**src/rtl/axi_rd_responder.sv**
```systemverilog
// rtl/axi_rd_responder.sv - AXI4 read-channel responder with fixed latency and address-derived data
//
// Accepts AR requests into an in-order queue and returns R bursts whose beat
// data is the low DATA_WIDTH bits of the beat address. The head request is
// served no earlier than LATENCY cycles after its AR handshake.
//
// Optional feature macro: AXI_RD_RESP_DECERR_EN
//   defined   : beats with beat address >= ERR_LIMIT return resp=2'b11, data=0
//   undefined : resp is always 2'b00, ERR_LIMIT has no effect
//
// Ports:
//   clk, rst                 clock (rising edge), asynchronous active-high reset
//   s_ar_valid/ready         AR handshake
//   s_ar_addr/len/id         burst start address, beats-1, transaction ID
//   s_r_valid/ready          R handshake
//   s_r_data/id/last/resp    beat data, echoed ID, last-beat flag, response
//   busy                     queue holds at least one request

module axi_rd_responder #(
    parameter int ADDR_WIDTH = 16,
    parameter int DATA_WIDTH = 8,
    parameter int ID_WIDTH   = 8,
    parameter int LEN_WIDTH  = 8,
    parameter int LOG_BYTES  = 0,
    parameter int LOG_DEPTH  = 3,
    parameter int LATENCY    = 4,
    parameter int CNT_WIDTH  = 8,
    parameter logic [ADDR_WIDTH-1:0] ERR_LIMIT = 16'hC000
) (
    input  logic                  clk,
    input  logic                  rst,
    input  logic                  s_ar_valid,
    output logic                  s_ar_ready,
    input  logic [ADDR_WIDTH-1:0] s_ar_addr,
    input  logic [LEN_WIDTH-1:0]  s_ar_len,
    input  logic [ID_WIDTH-1:0]   s_ar_id,
    output logic                  s_r_valid,
    input  logic                  s_r_ready,
    output logic [DATA_WIDTH-1:0] s_r_data,
    output logic [ID_WIDTH-1:0]   s_r_id,
    output logic                  s_r_last,
    output logic [1:0]            s_r_resp,
    output logic                  busy
);

    localparam int DEPTH = 1 << LOG_DEPTH;

    // Request queue storage (no reset needed: only read when non-empty)
    logic [ADDR_WIDTH-1:0] r_q_addr  [DEPTH];
    logic [LEN_WIDTH-1:0]  r_q_len   [DEPTH];
    logic [ID_WIDTH-1:0]   r_q_id    [DEPTH];
    logic [CNT_WIDTH-1:0]  r_q_stamp [DEPTH];

    logic [LOG_DEPTH:0]    r_wr_ptr;
    logic [LOG_DEPTH:0]    r_rd_ptr;
    logic [CNT_WIDTH-1:0]  r_now;
    logic [LEN_WIDTH-1:0]  r_beat;
    logic                  r_started;

    logic [LOG_DEPTH-1:0]  w_wr_idx;
    logic [LOG_DEPTH-1:0]  w_rd_idx;
    logic                  w_empty;
    logic                  w_full;
    logic                  w_push;
    logic [CNT_WIDTH-1:0]  w_age;
    logic                  w_eligible;
    logic                  w_valid;
    logic                  w_last;
    logic                  w_beat_hs;
    logic                  w_pop;
    logic [ADDR_WIDTH-1:0] w_beat_addr;
    logic [DATA_WIDTH-1:0] w_addr_data;

    assign w_wr_idx = r_wr_ptr[LOG_DEPTH-1:0];
    assign w_rd_idx = r_rd_ptr[LOG_DEPTH-1:0];
    assign w_empty  = (r_wr_ptr == r_rd_ptr);
    assign w_full   = (r_wr_ptr[LOG_DEPTH] != r_rd_ptr[LOG_DEPTH]) && (w_wr_idx == w_rd_idx);

    // Ready depends only on the registered fill level, so a pop in the same
    // cycle never frees a slot for a push.
    assign s_ar_ready = !rst && !w_full;
    assign w_push     = s_ar_valid && s_ar_ready;

    // Age of the head request, modulo the counter width.
    assign w_age      = r_now - r_q_stamp[w_rd_idx];
    assign w_eligible = (w_age >= CNT_WIDTH'(LATENCY));

    // r_started keeps valid asserted under long backpressure even if the age
    // comparison would wrap around.
    assign w_valid   = !w_empty && (r_started || w_eligible);
    assign w_last    = (r_beat == r_q_len[w_rd_idx]);
    assign w_beat_hs = w_valid && s_r_ready;
    assign w_pop     = w_beat_hs && w_last;

    assign w_beat_addr = r_q_addr[w_rd_idx] + (ADDR_WIDTH'(r_beat) << LOG_BYTES);

    generate
        if (DATA_WIDTH <= ADDR_WIDTH) begin : g_data_trunc
            assign w_addr_data = w_beat_addr[DATA_WIDTH-1:0];
        end else begin : g_data_ext
            assign w_addr_data = {{(DATA_WIDTH-ADDR_WIDTH){1'b0}}, w_beat_addr};
        end
    endgenerate

    assign s_r_valid = w_valid;
    assign s_r_id    = w_valid ? r_q_id[w_rd_idx] : '0;
    assign s_r_last  = w_valid && w_last;
    assign busy      = !w_empty;

`ifdef AXI_RD_RESP_DECERR_EN
    logic w_err;
    assign w_err    = (w_beat_addr >= ERR_LIMIT);
    assign s_r_resp = (w_valid && w_err) ? 2'b11 : 2'b00;
    assign s_r_data = (w_valid && !w_err) ? w_addr_data : '0;
`else
    logic w_unused_err;
    assign w_unused_err = (w_beat_addr >= ERR_LIMIT);
    assign s_r_resp     = 2'b00;
    assign s_r_data     = w_valid ? w_addr_data : '0;
`endif

    always_ff @(posedge clk or posedge rst) begin
        if (rst) begin
            r_wr_ptr  <= '0;
            r_rd_ptr  <= '0;
            r_now     <= '0;
            r_beat    <= '0;
            r_started <= 1'b0;
        end else begin
            r_now <= r_now + CNT_WIDTH'(1);
            if (w_push) begin
                r_wr_ptr <= r_wr_ptr + (LOG_DEPTH+1)'(1);
            end
            if (w_pop) begin
                r_rd_ptr  <= r_rd_ptr + (LOG_DEPTH+1)'(1);
                r_beat    <= '0;
                r_started <= 1'b0;
            end else begin
                if (w_beat_hs) begin
                    r_beat <= r_beat + LEN_WIDTH'(1);
                end
                if (w_valid) begin
                    r_started <= 1'b1;
                end
            end
        end
    end

    // Stamp with the count that becomes current at this edge, so the head
    // becomes eligible exactly LATENCY edges after its handshake.
    always_ff @(posedge clk) begin
        if (w_push) begin
            r_q_addr[w_wr_idx]  <= s_ar_addr;
            r_q_len[w_wr_idx]   <= s_ar_len;
            r_q_id[w_wr_idx]    <= s_ar_id;
            r_q_stamp[w_wr_idx] <= r_now + CNT_WIDTH'(1);
        end
    end

endmodule

```
**config.mk**
```make
export PLATFORM = sky130hd
export DESIGN_NAME = axi_rd_responder
export DESIGN_NICKNAME = d
export VERILOG_FILES = /design/src/rtl/axi_rd_responder.sv
export SDC_FILE = /design/constraint.sdc
export NUM_CORES = 1
export LEC_CHECK = 0
export BUFFER_PORTS_ARGS = -buffer_cell sky130_fd_sc_hd__clkbuf_2
export CAP_MARGIN = 15
export CORE_ASPECT_RATIO = 0.6
export CORE_MARGIN = 1
export CORE_UTILIZATION = 45
export CTS_CLUSTER_SIZE = 24
export DETAILED_ROUTE_END_ITERATION = 8
export GPL_TIMING_DRIVEN = 0
export PLACE_DENSITY = 0.64
export SYNTH_ARGS = -nofsm -noshare
export SYNTH_HDL_FRONTEND = slang
export SYNTH_SLANG_ARGS = --single-unit
```
**constraint.sdc**
```tcl
create_clock -name clk -period 12.17 [get_ports clk]
set_input_delay 0.6085 -clock clk [delete_from_list [all_inputs] [get_ports clk]]
set_output_delay 0.6085 -clock clk [all_outputs]
set_load 0.05 [all_outputs]
```
==> impl_metrics.env <==
export IMPL_worst_pin_slew_ps=981
export IMPL_fin_area_sq_um=13400
export IMPL_fill_cells=1959
export IMPL_period_share_pct=61.9
export IMPL_ys_seq_area_share_pct=71.7
export IMPL_topRoutingLayerUsed="met4"
export IMPL_drc_errors=0
export IMPL_power_leakage_nw=4.54
export IMPL_syn_area_sq_um=11600
export IMPL_arrival_ps=6920
export IMPL_cts_tree="yes"
export IMPL_setup_viol=0
export IMPL_antenna_found_initial=0
export IMPL_drtAntennaViolNets=0
export IMPL_layout_drive_gt1_share_pct=26.9
export IMPL_n_antenna_cell=0
export IMPL_synthSimpleGateAreaFrac_pct=3.59
export IMPL_synth_fa_ha_area_share_pct=2.29
export IMPL_start_kind="flip-flop"
export IMPL_syn_avg_cell_area_sq_um=19.4
export IMPL_synth_edf_count=256
export IMPL_grt_pass1_vias=6031
export IMPL_period_needed_ps=7530
export IMPL_min_delay_path_class="in -> reg"
export IMPL_finalHoldViolations=0
export IMPL_die_h_um=126
export IMPL_initialDrtViolationCount=458
export IMPL_rows=45
export IMPL_drt_met1_wl_um=11700
export IMPL_fp_coreArea_sq_um=25300
export IMPL_finalWirelength_um=24100
export IMPL_overflow=0
export IMPL_max_freq_ghz=0.133
export IMPL_clock_power_share_pct=25.3
export IMPL_htreeDepth=1
export IMPL_utilization_pct=53.1
export IMPL_nets=754
export IMPL_grt_pass1_wl_um=36600
export IMPL_rsz0062_at_grt="false"
export IMPL_wl_per_cell_um=23.0
export IMPL_synth_compound_area_share_pct=2.78
export IMPL_tns_ps=0
export IMPL_crit_type="reg -> out"
export IMPL_grt_total_usage_pct=18.8
export IMPL_cts_resized_gates=0
export IMPL_clock_latency_ps=530
export IMPL_p_sw_mw=1.11
export IMPL_drv_slew=0
export IMPL_path_clk_slew_ps=60
export IMPL_ys_ff_latch=281
export IMPL_cts_buffers_inserted=26
export IMPL_vias=5848
export IMPL_critPathRequiredTime_ps=11560
export IMPL_pwr_share_seq_pct=37.9
export IMPL_io_buffers=47
export IMPL_vias_per_cell=5.59
export IMPL_drtPass1Iterations=4
export IMPL_vdd_drop_max_uv=136
export IMPL_die_area_sq_um=26400
export IMPL_synthFlopType="edfxtp_1"
export IMPL_synth_xor_area_share_pct=2.49
export IMPL_route_met2_wl_um=10600
export IMPL_cts_sinks=281
export IMPL_ys_types=51
export IMPL_post_dp_cell_area_sq_um=12600
export IMPL_maxCapViolCount=0
export IMPL_powerDensity_nw_per_um2=232
export IMPL_post_cts_buffers=0
export IMPL_dp_hpwl_um=16500
export IMPL_synthArstFlopShare_pct=8.90
export IMPL_start_util_pct=45.9
export IMPL_multi_input_area_sq_um=3170
export IMPL_die_width_um=209
export IMPL_syn_inst=597
export IMPL_muxShareOfSynthArea_pct=15.7
export IMPL_ios=58
export IMPL_place_ws_ps=5220
export IMPL_slew_headroom_pct=34.0
export IMPL_swShare_pct=35.5
export IMPL_seqCellArea_sq_um=8310
export IMPL_grt_max_degree=26
export IMPL_root_buffer="clkbuf_16"
export IMPL_gp_congestion=0.779
export IMPL_pwr_share_comb_pct=36.9
export IMPL_finalClockSkew_ps=11.5
export IMPL_setup_ws_ps=4640
export IMPL_areaGrowthSynthToFinish_pct=15.8
export IMPL_status="completed"
export IMPL_synth_warnings=0
export IMPL_met3_length_um=1280
export IMPL_intPower_mw=2.01
export IMPL_cp_max_fo=10
export IMPL_end_kind="output pin"
export IMPL_synth_top_family_by_area="multiplexers"
export IMPL_cts_buffer_depth=3
cell type report:
type,count,share of cell area (%)
sequential,281,61.9
buffer,26,0.876
multi-input combinational,278,23.6
timing repair buffer,72,4.13
clock inverter,10,0.745
tap,329,3.06
inverter,13,0.363
clock buffer,37,5.31
synthesized netlist by cell type (all sizes together) (8+ instances only):
cell    instances  share of area [%]
buf            18               0.76
clkbuf          8               0.26
dfrtp          25                5.4
edfxtp        256                 66
ha             18                1.9
inv            13               0.42
mux2            9               0.87
mux2i          25                2.2
mux4           64                 13
nand2          15               0.49
nand3          10               0.43
nor2           21               0.74
o31ai          10               0.65
xnor2          20                1.5
xor2           13               0.98
critical path: stages (launching register included):
cell      delay, ps
dfrtp_1         350
buf_2           260
buf_1           690
clkbuf_1        560
buf_1           580
mux4_2          320
mux2_2          150
ha_1            180
inv_1            60
fa_1            380
and2_1          160
o21a_1          190
o21a_1          210
mux2i_1         130
nor4_1          480
a31o_2          240
clkbuf_1        400
buf_1           590
nor2_1          140
clkbuf_2        270
power by group through the flow:
stage | clock [mW] | sequential, mW | combinational [mW]
3_5_place_dp | 0 | 1.20 | 1.16
5_1_grt | 0.840 | 1.19 | 1.23
6_report | 0.787 | 1.18 | 1.15
3_3_place_gp | 0 | 1.20 | 1.11
4_1_cts | 0.801 | 1.18 | 1.16
2_1_floorplan | 0 | 1.19 | 0.860
what timing repair did:
item | in CTS | in global routing
setup endpoints to repair | 0 | 0
hold buffers | 0 | 1
hold endpoints to repair | 0 | 3
final timing paths:
path	start	slack [ps]	cells past startpoint	end
worst max-delay path	r_rd_ptr[1]$_DFFE_PP0P_	4640	19	s_r_id[7]
worst min-delay path	s_ar_id[3]	350	1	r_q_id[1][3]$_DFFE_PP_
worst max register to register	r_rd_ptr[1]$_DFFE_PP0P_	5820	19	r_beat[1]$_DFFE_PP0P_
worst min register to register	r_wr_ptr[3]$_DFFE_PP0P_	490	1	r_wr_ptr[3]$_DFFE_PP0P_
max in group asynchronous	rst	11230	4	r_now[0]$_DFF_PP0_
min in group asynchronous	rst	540	3	r_wr_ptr[1]$_DFFE_PP0P_
layout by cell type, fill, tap and decap left out, drive strengths merged, types with 2 or more instances in the layout:
cell,synthesis,final
edfxtp,256,256
clkbuf,8,92
mux4,64,64
buf,18,42
mux2i,25,25
dfrtp,25,25
nor2,21,21
xnor2,20,20
ha,18,18
nand2,15,15
inv,13,14
xor2,13,13
nand3,10,10
o31ai,10,10
mux2,9,9
a21oi,7,7
a21o,7,7
clkinv,0,7
o21ai,6,6
nor3,6,6
nand2b,5,5
and2,5,5
nor2b,4,4
nor4,4,4
o21a,3,3
and3,3,3
or2,3,3
a211oi,2,2
o2111ai,2,2
fa,2,2
conb,1,2
bufinv,0,2
nand4,2,2
registers in the layout, summed over array words and instances, names as in the netlist, 4 cells and up:
name       flops
r_q_addr      64
r_q_id        64
r_q_len       64
r_q_stamp     64
r_beat         8
r_now          8
r_rd_ptr       4
r_wr_ptr       4
stage by stage:
stage / hold WS [ps] / instances / total power, mW
after floorplan: 460 / 598 / 2.05
after global placement: 475 / 974 / 2.31
after detailed placement: 475 / 997 / 2.36
after CTS: 331 / 1044 / 3.14
after global routing: 352 / 1046 / 3.25
final: 347 / 1046 / 3.12
kinds of logic (layout without fill, tap and decap cells):
logic type,Yosys count,after routing
flip-flops,281,281
adder cells (fa/ha/maj),20,20
other,1,2
XOR/XNOR,33,33
AO/OA/AOI/OAI,45,45
multiplexers,98,98
buffers and inverters,39,158
AND/OR/NAND/NOR,80,80
metal layers:
metal / vias to the layer above / GRT usage, %
li1: 2608 / -
met3: 35 / 3.29
met4: 0 / 3.68
met5: - / 0
met1: 3075 / 29.4
met2: 130 / 27.8
Note: power is estimated with default switching activity, not from simulation.
